$ cat src/rtl/mc_ctrl_fsm.sv
// mc_ctrl_fsm: multicycle MIPS main control FSM with mem_ready handshake and bus timeout
module mc_ctrl_fsm #(
  parameter int TIMEOUT = 15
) (
  input  logic       clk,
  input  logic       rst_n,
  input  logic [5:0] op,
  input  logic       mem_ready,
  output logic       pc_write,
  output logic       pc_write_cond,
  output logic       pc_write_cond_ne,
  output logic       iord,
  output logic       mem_read,
  output logic       mem_write,
  output logic       ir_write,
  output logic       reg_dst,
  output logic       mem_to_reg,
  output logic       reg_write,
  output logic       alu_src_a,
  output logic [1:0] alu_src_b,
  output logic [1:0] aluop,
  output logic [1:0] pc_source,
  output logic       bus_err,
  output logic [3:0] state
);
  typedef enum logic [3:0] {
    S_IF = 4'd0, S_ID = 4'd1, S_MADDR = 4'd2, S_MRD = 4'd3, S_WBL = 4'd4,
    S_MWR = 4'd5, S_EXR = 4'd6, S_WBR = 4'd7, S_EXI = 4'd8, S_WBI = 4'd9,
    S_BEQ = 4'd10, S_BNE = 4'd11, S_JMP = 4'd12
  } state_t;
  state_t st, nx;
  logic [7:0] cnt;
  logic mw, to;
  assign mw = st == S_IF || st == S_MRD || st == S_MWR;
  assign to = mw && !mem_ready && cnt == 8'(TIMEOUT - 1);
  assign state = st;
  always_ff @(posedge clk or negedge rst_n)
    if (!rst_n) begin
      st  <= S_IF;
      cnt <= '0;
    end else begin
      st  <= nx;
      cnt <= (nx != st || to) ? '0 : (mw && !mem_ready) ? cnt + 8'd1 : cnt;
    end
  always_comb begin
    nx = S_IF;
    case (st)
      S_IF:    nx = mem_ready ? S_ID : S_IF;
      S_ID:    case (op)
                 6'b100011, 6'b101011: nx = S_MADDR;
                 6'b000000: nx = S_EXR;
                 6'b000100: nx = S_BEQ;
                 6'b000101: nx = S_BNE;
                 6'b000010: nx = S_JMP;
                 6'b001000, 6'b001100, 6'b001101, 6'b001110, 6'b001010: nx = S_EXI;
                 default: nx = S_IF;
               endcase
      S_MADDR: nx = op == 6'b100011 ? S_MRD : S_MWR;
      S_MRD:   nx = mem_ready ? S_WBL : to ? S_IF : S_MRD;
      S_MWR:   nx = mem_ready ? S_IF : to ? S_IF : S_MWR;
      S_EXR:   nx = S_WBR;
      S_EXI:   nx = S_WBI;
      default: nx = S_IF;
    endcase
  end
  always_comb begin
    pc_write = 1'b0;
    pc_write_cond = 1'b0;
    pc_write_cond_ne = 1'b0;
    iord = 1'b0;
    mem_read = 1'b0;
    mem_write = 1'b0;
    ir_write = 1'b0;
    reg_dst = 1'b0;
    mem_to_reg = 1'b0;
    reg_write = 1'b0;
    alu_src_a = 1'b0;
    alu_src_b = 2'b00;
    aluop = 2'b00;
    pc_source = 2'b00;
    bus_err = to;
    case (st)
      S_IF:    begin mem_read = 1'b1; alu_src_b = 2'b01; pc_write = mem_ready; ir_write = mem_ready; end
      S_ID:    alu_src_b = 2'b11;
      S_MADDR: begin alu_src_a = 1'b1; alu_src_b = 2'b10; end
      S_MRD:   begin mem_read = 1'b1; iord = 1'b1; end
      S_MWR:   begin mem_write = 1'b1; iord = 1'b1; end
      S_WBL:   begin reg_write = 1'b1; mem_to_reg = 1'b1; end
      S_EXR:   begin alu_src_a = 1'b1; aluop = 2'b10; end
      S_WBR:   begin reg_write = 1'b1; reg_dst = 1'b1; end
      S_EXI:   begin alu_src_a = 1'b1; alu_src_b = 2'b10; aluop = 2'b10; end
      S_WBI:   reg_write = 1'b1;
      S_BEQ:   begin alu_src_a = 1'b1; aluop = 2'b01; pc_source = 2'b01; pc_write_cond = 1'b1; end
      S_BNE:   begin alu_src_a = 1'b1; aluop = 2'b11; pc_source = 2'b01; pc_write_cond_ne = 1'b1; end
      S_JMP:   begin pc_write = 1'b1; pc_source = 2'b10; end
      default: ;
    endcase
    if (!rst_n) begin
      {pc_write, pc_write_cond, pc_write_cond_ne, iord, mem_read, mem_write, ir_write} = '0;
      {reg_dst, mem_to_reg, reg_write, alu_src_a, alu_src_b, aluop, pc_source, bus_err} = '0;
    end
  end
endmodule

$ cat config.mk
export PLATFORM = sky130hd
export DESIGN_NAME = mc_ctrl_fsm
export DESIGN_NICKNAME = d
export VERILOG_FILES = /design/src/rtl/mc_ctrl_fsm.sv
export SDC_FILE = /design/constraint.sdc
export NUM_CORES = 1
export LEC_CHECK = 0
export BUFFER_PORTS_ARGS = -buffer_cell sky130_fd_sc_hd__clkbuf_2
export CAP_MARGIN = 30
export CORE_MARGIN = 2
export CORE_UTILIZATION = 35
export CTS_BUF_LIST = sky130_fd_sc_hd__clkbuf_4 sky130_fd_sc_hd__clkbuf_8
export DETAILED_ROUTE_END_ITERATION = 7
export PLACE_DENSITY = 0.62
export SYNTH_ARGS = -nofsm -noshare
export SYNTH_HDL_FRONTEND = slang
export SYNTH_SLANG_ARGS = --single-unit
$ cat constraint.sdc
create_clock -name clk -period 2 [get_ports clk]
set_input_delay 0.2 -clock clk [delete_from_list [all_inputs] [get_ports clk]]
set_output_delay 0.2 -clock clk [all_outputs]
set_load 0.01 [all_outputs]
==> impl_metrics.env, run 1 <==
export IMPL_comb_power_share=0.612
export IMPL_grt_max_degree=15
export IMPL_synth_largest_area_cell="dfrtp_1"
export IMPL_synth_edf_count=0
export IMPL_antenna_found_initial=0
export IMPL_rsz0062_at_grt="no"
export IMPL_layout_drive_gt1_share=0.3880
export IMPL_ys_flop_type="dfrtp_1"
export IMPL_skew_ns=0.003183
export IMPL_synth_area_per_cell_um2=7.898
export IMPL_ys_seq_elements=12
export IMPL_fmax_mhz=538.8
export IMPL_grt_overflow=0
export IMPL_startpoint_type="flop"
export IMPL_die_h_um=61.01
export IMPL_pwr_share_clk=0.105
export IMPL_yosysMostFrequentCell="nor2_1"
export IMPL_relSlewSlack=0.7106
export IMPL_dp_hpwl_mm=2.247
export IMPL_crit_fanout=6
export IMPL_cts_max_level=1
export IMPL_ir_worst_vdd_uv=479.1
export IMPL_synthTopCellsByArea="dfrtp_1 (26%), nor2_1 (6.9%), xor2_1 (4.6%)"
export IMPL_io_pins=31
export IMPL_fin_util=0.4748
export IMPL_fin_crit_sh=0.9279
export IMPL_slowest_stage="dfrtp_1"
export IMPL_wl_per_cell_um=12.77
export IMPL_max_clock_path_buffers=2
export IMPL_p_per_area_nw_per_um2=900.9
export IMPL_fill_cells=312
export IMPL_synth_warnings=0
export IMPL_critPathMaxStageDelay_ns=0.39
export IMPL_cts_tree="built"
export IMPL_path_cells="inv_1 -> ha_1 -> and4b_1 -> and4_1 -> clkbuf_2"
export IMPL_initial_core_util=0.3695
export IMPL_portBuffers=30
export IMPL_cap_violations=0
export IMPL_setup_tns_final_ns=0
export IMPL_ant_nets=0
export IMPL_clock_sinks=12
export IMPL_fp_coreArea_um2=3078
export IMPL_power_frac_seq=0.283
export IMPL_worstMarginPinSlew_ns=0.4342
export IMPL_vias=1197
export IMPL_syn_cell_area_um2=1137
export IMPL_p_total_mw=1.317
export IMPL_p_switching_mw=0.6000
export IMPL_ys_seq_area_frac=0.2640
export IMPL_hold_viol_final=0
export IMPL_clkLatencyLatePin_ns=0.26
export IMPL_swShare=0.4557
export IMPL_clockRootBuffer="clkbuf_4"
export IMPL_fp_dieW_um=61.01
export IMPL_grt_pass1_wl_mm=4.512
export IMPL_outcome="completed"
export IMPL_required_ns=1.80
export IMPL_drc=0
export IMPL_drt_iter0_drc=60
export IMPL_power_leakage_nw=0.6695
export IMPL_synth_top_cell_area_share=0.2640
export IMPL_slew_violations=0
export IMPL_crit_arrival_ns=1.66
export IMPL_hold_path_class="in -> reg"
export IMPL_first_pass_iters=4
export IMPL_place_gp_congestion=0.8785
export IMPL_worstSetupPathType="reg -> out"
export IMPL_row_count=20
export IMPL_p_int_mw=0.7166
export IMPL_synthArstFlopShare=1.000
export IMPL_cts_reportedPaths_clkPinSlew_ns=0.07
export IMPL_synthCells=144
export IMPL_syn_num_nets=155
export IMPL_grt_total_usage=0.1637
export IMPL_die_area_um2=3722
export IMPL_vias_per_cell=5.273
export IMPL_period_needed_ns=1.856
export IMPL_grt_pass1_vias=1003
export IMPL_synth_cell_types=48
export IMPL_ys_top_cells_by_count="nor2_1 (21), nand2_1 (13), dfrtp_1 (12), a21oi_1 (7)"
export IMPL_setup_viol=0
export IMPL_crit_path_end_kind="output port"
export IMPL_nets=196
export IMPL_cts_buffers=3
export IMPL_area_delta_synth_final_pct=28.49
export IMPL_wl_mm=2.899
export IMPL_num_antenna_cells=0
[worst paths after layout]
| path | startpoint | end | slack [ns] | depth (start not counted) |
|---|---|---|---|---|
| setup / recovery | cnt[0] | bus_err | 0.14 | 5 |
| hold / removal | op[2] | state[0] | 0.27 | 3 |
| setup reg to reg | cnt[0] | cnt[1] | 0.15 | 6 |
| hold reg to reg | cnt[7] | cnt[7] | 0.55 | 2 |
| max in group asynchronous | rst_n | state[3] | 1.28 | 3 |
| min in group asynchronous | rst_n | cnt[1] | 0.54 | 3 |
[stage by stage]
stage                     area [um^2]  setup WS, ns  hold WS (ns)  cells
after floorplan                  1137        0.2363      -0.09559    144
after global placement           1375       0.08470        0.2923    219
after detailed placement         1375       0.03730        0.2935    219
after CTS                        1410       0.01346        0.2586    223
after global routing             1461       0.01599        0.2981    227
final                            1461        0.1441        0.2660    227
[power groups by stage]
stage	Combinational, mW	Clock, mW	Sequential, mW
finish	0.806	0.138	0.373
global route	0.890	0.157	0.383
CTS	0.754	0.149	0.376
detailed placement	0.749	0	0.381
global placement	0.742	0	0.374
floorplan	0.556	0	0.331
[cells in the final DEF, fill, tap and decap left out, drive strengths merged, types with 2 or more instances in the layout]
cell type / n
nor3b: 2
inv: 4
nand3: 6
o21ai: 3
clkbuf: 33
nor3: 4
nand2b: 6
and2: 3
nor2b: 3
xnor2: 2
nor2: 21
nand3b: 2
buf: 18
o22ai: 3
a21oi: 7
dfrtp: 12
nand4: 6
nand2: 13
a2111oi: 2
and4: 2
nor4: 2
xor2: 7
and3: 2
ha: 2
a311oi: 2
o31ai: 2
[flip-flops by register name (all words and copies together) (netlist names)]
| signal | flops |
|---|---|
| state | 4 |
| cnt | 8 |
[repair_timing]
item                                    CTS  global route
gates cloned                              0             0
hold endpoints to repair                  6             0
buffers inserted                          0             4
hold buffers                              1             0
resized for setup                         2             7
endpoints found under the setup margin    3            18
[worst max-delay path: cells and delay by family, from the launching register on]
kind	cells	cell delay (ns)
flip-flops	1	0.39
buffers and inverters	2	0.22
AND/OR/NAND/NOR	2	0.62
adder cells (fa/ha/maj)	1	0.15
[layout make-up]
class | count | area, um^2 | share of cell area
Timing Repair Buffer | 49 | 295.3 | 0.2021
Multi-Input combinational cell | 115 | 768.2 | 0.5257
Sequential cell | 12 | 305.3 | 0.2089
Inverter | 4 | 15.01 | 0.01027
Clock buffer | 3 | 22.52 | 0.01541
Tap cell | 44 | 55.05 | 0.03767
[per-layer routing]
metal,share of wire,up-vias,GRT usage
met4,0.0062,0,0.06522
met2,0.48,38,0.2796
met5,0,-,0
met3,0.046,2,0.01279
met1,0.47,564,0.2142
li1,-,593,-
[logic make-up (layout without fill, tap and decap cells)]
family,after synthesis,in the layout,share of synthesized area
AND/OR/NAND/NOR,76,76,0.3609
AO/OA/AOI/OAI,27,27,0.1903
buffers and inverters,17,56,0.07700
flip-flops,12,12,0.2640
XOR/XNOR,9,9,0.07591
adder cells (fa/ha/maj),2,2,0.02200
multiplexers,1,1,0.009900
Power figures use the tool's default switching activity.
==> inputs of run 2 (changes only) <==
Settings changed: MAX_ROUTING_LAYER set to met4.
==> impl_metrics.env, run 2 (synthesis gave the netlist of run 1 again) <==
export IMPL_crit_fanout=6
export IMPL_row_count=20
export IMPL_grt_total_usage=0.1707
export IMPL_drc=0
export IMPL_wl_per_cell_um=12.83
export IMPL_die_area_um2=3722
export IMPL_grt_max_degree=15
export IMPL_startpoint_type="flop"
export IMPL_ir_worst_vdd_uv=479.5
export IMPL_place_gp_congestion=0.8930
export IMPL_crit_path_end_kind="output port"
export IMPL_critPathMaxStageDelay_ns=0.39
export IMPL_io_pins=31
export IMPL_crit_arrival_ns=1.66
export IMPL_grt_pass1_wl_mm=4.540
export IMPL_cts_max_level=1
export IMPL_slew_violations=0
export IMPL_cap_violations=0
export IMPL_power_leakage_nw=0.6695
export IMPL_layout_common_cells="clkbuf_2 (30), nor2_1 (21), buf_4 (18)"
export IMPL_vias_per_cell=5.260
export IMPL_rsz0062_at_grt="yes"
export IMPL_cts_reportedPaths_clkPinSlew_ns=0.07
export IMPL_fp_dieW_um=61.01
export IMPL_max_clock_path_buffers=2
export IMPL_clkLatencyLatePin_ns=0.26
export IMPL_grt_overflow=0
export IMPL_worstMarginPinSlew_ns=0.4360
export IMPL_clock_sinks=12
export IMPL_fp_coreArea_um2=3078
export IMPL_period_needed_ns=1.860
export IMPL_vias=1194
export IMPL_area_delta_synth_final_pct=28.49
export IMPL_crit_family="simple AND/OR/NAND/NOR gates"
export IMPL_num_antenna_cells=0
export IMPL_dp_hpwl_mm=2.247
export IMPL_wl_mm=2.913
export IMPL_setup_viol=0
export IMPL_portBuffers=30
export IMPL_skew_ns=0.004155
export IMPL_relSlewSlack=0.7093
export IMPL_fmax_mhz=537.7
export IMPL_required_ns=1.80
export IMPL_cts_buffers=3
export IMPL_mostFrequentLayoutCell="clkbuf_2"
export IMPL_hold_path_class="in -> reg"
export IMPL_regMostFlops="cnt"
export IMPL_cts_tree="built"
export IMPL_fin_crit_sh=0.9299
export IMPL_path_cells="inv_1 -> ha_1 -> and4b_1 -> and4_1 -> clkbuf_2"
export IMPL_outcome="completed"
export IMPL_die_h_um=61.01
export IMPL_largest_register_ffs=8
export IMPL_antenna_found_initial=0
export IMPL_ant_nets=0
export IMPL_worstSetupPathType="reg -> out"
export IMPL_first_pass_iters=4
export IMPL_drt_iter0_drc=63
export IMPL_p_per_area_nw_per_um2=901.7
export IMPL_critPathBufInv=2
export IMPL_p_total_mw=1.318
export IMPL_clockRootBuffer="clkbuf_4"
export IMPL_grt_pass1_vias=997
export IMPL_setup_tns_final_ns=0
export IMPL_layout_drive_gt1_share=0.3880
export IMPL_initial_core_util=0.3695
export IMPL_hold_viol_final=0
export IMPL_nets=196
export IMPL_slowest_stage="dfrtp_1"
[run 2: cell counts in the layout (fill, tap and decap cells not counted)]
No cell type changed its count.
[run 2: routing by layer]
metal,vias to the layer above,wire length [um],share of wire,global-route usage
met5,-,0,0,-
met4,0,19,0.0065,0.06522
met3,2,120,0.041,0.01919
met2,39,1394,0.48,0.2796
met1,561,1378,0.47,0.2155
li1,592,-,-,-
[run 2: worst paths after layout]
check	start	to	slack [ns]	cells past startpoint
max	cnt[0]	bus_err	0.14	5
min	op[2]	state[0]	0.27	3
max reg2reg	cnt[0]	cnt[1]	0.15	6
min reg2reg	cnt[7]	cnt[7]	0.55	2
max in group asynchronous	rst_n	state[3]	1.28	3
min in group asynchronous	rst_n	cnt[1]	0.54	3
[run 2: timing repair]
action                     in CTS  in global routing
resized for setup               2                  7
hold endpoints to repair        6                  0
setup buffers                   0                  4
hold buffers                    1                  0
setup endpoints to repair       3                 18
[run 2: area by class of cell]
type | instances | area [um^2]
repair buffers | 49 | 295.3
fillers | 312 | 1617
multi-input cells | 115 | 768.2
inverters | 4 | 15.01
flip-flops and latches | 12 | 305.3
well taps | 44 | 55.05
clock buffers | 3 | 22.52
[run 2: where the power goes]
part           internal [mW]  leakage [nW]  total [mW]  switching (mW)
Combinational          0.360         0.497       0.807           0.447
Clock                 0.0695        0.0138       0.138          0.0681
Sequential             0.287         0.158       0.373          0.0861
Total                  0.717         0.669        1.32           0.601
[run 2: metrics by stage]
stage	cells	hold slack [ns]	utilization	area (um^2)	worst slack, ns
2_1_floorplan	144	-0.09559	-	1137	0.2363
3_3_place_gp	219	0.2923	0.4467	1375	0.08470
3_5_place_dp	219	0.2935	0.4467	1375	0.03730
4_1_cts	223	0.2586	0.4581	1410	0.01346
5_1_grt	227	0.2929	0.4748	1461	0.01077
6_report	227	0.2671	0.4748	1461	0.1402
[run 2: tightest hold or removal path, stage by stage]
cell,delay (ns)
clkbuf_2,0.11
nand3b_1,0.09
o21ai_0,0.09
